## src/rtl/paddsb_accum_pkg.sv

```systemverilog
// Shared definitions for the packed-nibble saturating accumulator:
// state encodings, lane constants and the per-lane overflow term.
package paddsb_accum_pkg;

  localparam int         LANES   = 4;
  localparam logic [3:0] SAT_POS = 4'h7;
  localparam logic [3:0] SAT_NEG = 4'h8;

  typedef enum logic [1:0] {
    IDLE  = 2'b00,
    ACCUM = 2'b01,
    DONE  = 2'b10
  } state_t;

  // Signed 4-bit overflow: operands agree in sign, wrapped sum does not.
  function automatic logic lane_ovf(input logic [3:0] a, input logic [3:0] b);
    logic [3:0] raw;
    raw = a + b;
    return (a[3] == b[3]) && (raw[3] != a[3]);
  endfunction

endpackage

```

## src/rtl/paddsb_accum_paddsb.sv

```systemverilog
// Four-lane signed saturating nibble adder; lanes are fully independent.
module paddsb_accum_paddsb
  import paddsb_accum_pkg::*;
(
  input  logic [15:0] acc,
  input  logic [15:0] in_data,
  output logic [15:0] sum
);

  logic [3:0] raw_s;

  // Per-lane wrap-around add, clamped to the sign of the operands on overflow
  always_comb begin
    sum   = 16'h0000;
    raw_s = 4'h0;
    for (int i = 0; i < LANES; i++) begin
      raw_s = acc[4*i +: 4] + in_data[4*i +: 4];
      if (lane_ovf(acc[4*i +: 4], in_data[4*i +: 4])) begin
        sum[4*i +: 4] = acc[4*i+3] ? SAT_NEG : SAT_POS;
      end else begin
        sum[4*i +: 4] = raw_s;
      end
    end
  end

endmodule

```

## src/rtl/paddsb_accum.sv

```systemverilog
// Sequencer that folds a counted burst of packed-nibble words into one
// saturating sum, with sticky per-lane saturation flags.
module paddsb_accum
  import paddsb_accum_pkg::*;
#(
  parameter int CNT_W = 4
) (
  input  logic             clk,
  input  logic             rst,
  input  logic             start,
  input  logic [15:0]      seed,
  input  logic [CNT_W-1:0] len,
  input  logic             in_valid,
  output logic             in_ready,
  input  logic [15:0]      in_data,
  output logic             busy,
  output logic             done,
  output logic [15:0]      acc_out,
  output logic [3:0]       sat_flags
);

  localparam logic [CNT_W-1:0] CNT_ZERO = {CNT_W{1'b0}};
  localparam logic [CNT_W-1:0] CNT_ONE  = {{(CNT_W-1){1'b0}}, 1'b1};

  state_t           state_r, state_s;
  logic [15:0]      acc_r;
  logic [CNT_W-1:0] cnt_r;
  logic [3:0]       sat_r;
  logic             ready_r, busy_r, done_r;
  logic [15:0]      sum_s;
  logic [3:0]       ovf_s;
  logic             beat_s, accept_s;

  paddsb_accum_paddsb u_paddsb (
    .acc     (acc_r),
    .in_data (in_data),
    .sum     (sum_s)
  );

  assign beat_s   = (state_r == ACCUM) && in_valid && ready_r;
  assign accept_s = (state_r == IDLE) && start;

  // Lane overflow vector seen by the current beat
  always_comb begin
    ovf_s = 4'b0000;
    for (int i = 0; i < LANES; i++) begin
      ovf_s[i] = lane_ovf(acc_r[4*i +: 4], in_data[4*i +: 4]);
    end
  end

  // Next-state decode
  always_comb begin
    state_s = state_r;
    case (state_r)
      IDLE: begin
        if (start) begin
          state_s = (len != CNT_ZERO) ? ACCUM : DONE;
        end else begin
          state_s = IDLE;
        end
      end
      ACCUM: begin
        if (beat_s && (cnt_r == CNT_ONE)) begin
          state_s = DONE;
        end else begin
          state_s = ACCUM;
        end
      end
      DONE:    state_s = IDLE;
      default: state_s = IDLE;
    endcase
  end

  // State, datapath and registered handshake/status outputs
  always_ff @(posedge clk) begin
    if (rst) begin
      state_r <= IDLE;
      acc_r   <= 16'h0000;
      cnt_r   <= CNT_ZERO;
      sat_r   <= 4'b0000;
      ready_r <= 1'b0;
      busy_r  <= 1'b0;
      done_r  <= 1'b0;
    end else begin
      state_r <= state_s;
      ready_r <= (state_s == ACCUM);
      busy_r  <= (state_s != IDLE);
      done_r  <= (state_s == DONE);
      if (accept_s) begin
        acc_r <= seed;
        cnt_r <= len;
        sat_r <= 4'b0000;
      end else if (beat_s) begin
        acc_r <= sum_s;
        cnt_r <= cnt_r - CNT_ONE;
        sat_r <= sat_r | ovf_s;
      end else begin
        acc_r <= acc_r;
        cnt_r <= cnt_r;
        sat_r <= sat_r;
      end
    end
  end

  assign in_ready  = ready_r;
  assign busy      = busy_r;
  assign done      = done_r;
  assign acc_out   = acc_r;
  assign sat_flags = sat_r;

endmodule

```

## config.mk

```make
export PLATFORM = sky130hd
export DESIGN_NAME = paddsb_accum
export DESIGN_NICKNAME = d
export VERILOG_FILES = /design/src/rtl/paddsb_accum_pkg.sv /design/src/rtl/paddsb_accum_paddsb.sv /design/src/rtl/paddsb_accum.sv
export SDC_FILE = /design/constraint.sdc
export NUM_CORES = 1
export LEC_CHECK = 0
export CORE_UTILIZATION = 47
export DETAILED_ROUTE_END_ITERATION = 8
export GPL_ROUTABILITY_DRIVEN = 0
export PLACE_DENSITY = 0.81
export SYNTH_ARGS = -nofsm -noshare
export SYNTH_HDL_FRONTEND = slang
export SYNTH_SLANG_ARGS = --single-unit
```

## constraint.sdc

```tcl
create_clock -name clk -period 1.8 [get_ports clk]
set_input_delay 0.36 -clock clk [delete_from_list [all_inputs] [get_ports clk]]
set_output_delay 0.36 -clock clk [all_outputs]
set_load 0.05 [all_outputs]
```

==> impl_summary.txt <==
----------------------------------------------------
[Status]
  Outcome ... completed

[Power]
  Proportion of total power due to net switching ... 35.6%
  Worst IR Drop VDD ... 0.566 mV
  Portion of total power attributed to the clock network ... ~25%
  Power density normalized to cell area ... around 730 nW/um^2
  Tot Pwr ... about 2.2 mW
  Leakage dissipation ... 1.30 nW
  Gate power share ... approximately two fifths
  Power spent charging and discharging nets ... 0.797 mW
  P_int ... 1.44 mW
  Share of power burned in registers ... around a third

[Logic synthesis]
  Netlist area before placement ... 1990 sq um
  Number of distinct standard cells referenced by the synthesized netlist ... 41
  Yosys warnings ... 0
  Syn avg cell area ... 9.19 sq um
  FFs w/ async S/R, synth ... 0%
  Dominant register cell in the synthesized netlist ... sky130_fd_sc_hd__dfxtp_1
  Number of enable-type register cells in the synthesized netlist ... 0
  Post-synthesis sequential area ratio ... between 20 and 30%
  Number of instances in the synthesized netlist ... 217
  Post-synthesis net count ... 275
  Synth Register Bits ... 29

[Worst hold path]
  Min-Delay Path Depth ... 1
  Hold Path End ... sat_flags[1]
  Min-Delay Startpoint ... sat_flags[1]
  Class of the worst hold path ... flip-flop to flip-flop

[Floorplanning]
  Die ar. ... 4510 sq um
  Die height ... 67.1 microns
  Number of rows in the core area ... 23
  Initial core utilization ... 49.5%
  Die X ... between 60 and 70 microns
  Area inside the core boundary ... 4030 sq um
  Ports ... 63

[Detailed routing]
  DRT antenna net count ... 0
  Routed WL per cell ... 15.2 microns
  Via density ... approximately 5.7
  Initial drt markers ... slightly above 80
  Initial DRT Pass Iterations ... 4
  Total wirelength of the detailed-routed design ... 5520 microns
  Via count ... 2077
  Residual DRC ... 0

[STA]
  Count of endpoints failing hold in the final timing report ... 0
  Minimum period implied by the final worst setup slack ... 1760 ps
  Max transition margin ... 68.2%
  Max Clock Freq ... 567 MHz
  Maximum clock skew at final layout ... between 1.5 and 2 ps
  Final worst hold slack ... between 400 and 500 ps
  Setup violators final ... 0
  Unrepaired setup endpoints after global routing ... true
  Final Max Slew Viols ... 0
  Part of the cycle the worst path needs ... 97.9%
  Slew of the pin with the lowest slew margin ... 475 ps

[CTS]
  TritonCTS clock tree ... yes
  Root buffer cell ... sky130_fd_sc_hd__clkbuf_8
  Clock buffer depth ... 2
  Number of clock buffers inserted by TritonCTS ... 5
  Clock insertion delay at the later pin of the skew report ... 280 ps
  Total number of clock tree sinks ... 29
  Clock transition time at the flip-flop clock pins of the worst setup and hold paths ... approximately 60 ps
  Hold buffer count at CTS ... 0
  H-tree levels ... 2

[Layout]
  Commonest non-fill, non-tap cells in the layout ... 58 x sky130_fd_sc_hd__buf_4, 33 x sky130_fd_sc_hd__clkdlybuf4s50_1, 23 x sky130_fd_sc_hd__inv_1, 18 x sky130_fd_sc_hd__dfxtp_1, 16 x sky130_fd_sc_hd__o22ai_1
  Net count, final ... between 300 and 400
  Final antenna diode count ... 0
  Area growth from synthesis to final layout ... 53.8%
  Fraction of layout cells with a size suffix above 1 ... 41.1%
  Most common cell after layout, fill and taps aside ... sky130_fd_sc_hd__buf_4

[Placement]
  Half-perimeter wire length after detailed placement ... 4010 microns
  Total of buffers placed on input and output ports ... 62

[Global routing]
  Largest net degree at the start of global routing ... 19
  Initial antenna violation count ... 0
  Global-route congestion overflow total ... 0
  Wire length of the first global-routing pass ... between 8000 and 9000 microns
  Number of global-route vias before repair ... 2036
  GRT Total Usage ... 26.6%

[Job]
  Max Cap Violations ... 0

[Critical path]
  Maximum fanout encountered on the critical timing path ... 2
  Startpoint of the most critical register-to-register path ... acc_out[0]
  Worst setup path class ... input pin to flip-flop
  Required time at the endpoint of the critical path ... 1970 ps
  Kind of capture point of the worst setup path ... flip-flop
  Critical path startpoint category ... input pin
  Worst setup slack for register-to-register paths ... 110 ps
  Endpoint of the lowest-slack register-to-register path ... acc_out[2]
  Worst R2R Path Depth ... 7
  Crit path arrival time ... 1930 ps

----------------------------------------------------
==> worst max-delay path, stage by stage <==
cell and delay [ps]:
sky130_fd_sc_hd__clkdlybuf4s50_1 480, sky130_fd_sc_hd__inv_1 70, sky130_fd_sc_hd__fa_2 400, sky130_fd_sc_hd__xnor2_2 150
sky130_fd_sc_hd__or2_2 270, sky130_fd_sc_hd__o211ai_1 110, sky130_fd_sc_hd__a211oi_2 90
==> power by group through the flow <==
stage               sequential (mW)  combinational (mW)  clock, mW
finish                        0.757               0.924      0.559
detailed placement            0.766               0.841          0
global route                  0.764               0.991      0.589
CTS                           0.752               0.878      0.563
global placement              0.764               0.822          0
floorplan                     0.899               0.404          0
==> cell families after synthesis <==
kind of cell	Yosys count	share of synthesized area [%]
AND/OR/NAND/NOR	41	12.9
flip-flops	29	29.1
AO/OA/AOI/OAI	85	33.6
buffers and inverters	38	9.03
adder cells (fa/ha/maj)	18	12.8
XOR/XNOR	6	2.63
==> layout make-up <==
class / instances / area, sq um
fillers: 286 / 961
inverters: 29 / 109
flip-flops and latches: 29 / 602
multi-input cells: 150 / 1360
clock buffers: 8 / 90.1
repair buffers: 98 / 845
well taps: 50 / 62.6
==> per-layer routing <==
metal	track usage (%)	up-vias	wire, microns	share of wire, %
met5	0	-	0	0
met4	12.2	0	82	1.5
met3	5.74	8	313	5.7
met2	46.4	65	2790	51
met1	30.7	995	2330	42
li1	-	1009	-	-
==> registers in the layout, indices dropped and copies added, names as in the netlist <==
name       flops
cnt_r          4
done           1
busy           1
acc_out       16
state_r        2
sat_flags      4
in_ready       1
==> through the flow <==
stage               instance area [sq um]  setup WS [ps]  instances  TNS, ps  utilization (%)
detailed placement                   2830           -417        354    -5480             70.1
global route                         3070          -9.70        364    -38.6             76.1
floorplan                            2020           -123        217     -123                -
CTS                                  2970           5.98        363        0             73.6
global placement                     2830           -336        354    -4650             70.1
finish                               3070           37.8        364        0             76.1
==> cells in the mapped netlist (4+ instances only) <==
cell type | count | area share, %
sky130_fd_sc_hd__dfxtp_1 | 29 | 29
sky130_fd_sc_hd__inv_1 | 29 | 5.5
sky130_fd_sc_hd__a21oi_1 | 16 | 4.0
sky130_fd_sc_hd__o22ai_1 | 16 | 5.0
sky130_fd_sc_hd__ha_1 | 14 | 8.8
sky130_fd_sc_hd__a31oi_1 | 12 | 3.8
sky130_fd_sc_hd__a211oi_2 | 9 | 5.6
sky130_fd_sc_hd__nor2_1 | 9 | 1.7
sky130_fd_sc_hd__o22ai_2 | 9 | 5.6
sky130_fd_sc_hd__nand3_1 | 7 | 1.8
sky130_fd_sc_hd__a211oi_1 | 6 | 2.3
sky130_fd_sc_hd__nor3_1 | 5 | 1.3
sky130_fd_sc_hd__xnor2_1 | 5 | 2.2
sky130_fd_sc_hd__a22o_1 | 4 | 1.8
sky130_fd_sc_hd__fa_1 | 4 | 4.0
sky130_fd_sc_hd__nand4_1 | 4 | 1.3
==> repair_timing <==
item,in CTS,in global routing
setup buffers,1,1
pin swaps,20,16
gates resized for setup,17,21
setup endpoints to repair,7,13
gates cloned,0,0
==> worst max-delay path by stage <==
stage	start	endpoint	slack, ps	cells past startpoint
2_1_floorplan	acc_out[5]	acc_out[6]	-120	6
3_3_place_gp	in_data[0]	acc_out[2]	-340	8
3_5_place_dp	in_data[0]	acc_out[2]	-420	8
4_1_cts	in_data[8]	acc_out[9]	6	7
5_1_grt	in_data[1]	acc_out[0]	-10	8
6_report	in_data[5]	acc_out[6]	40	7
(Power assumes the default switching activity.)
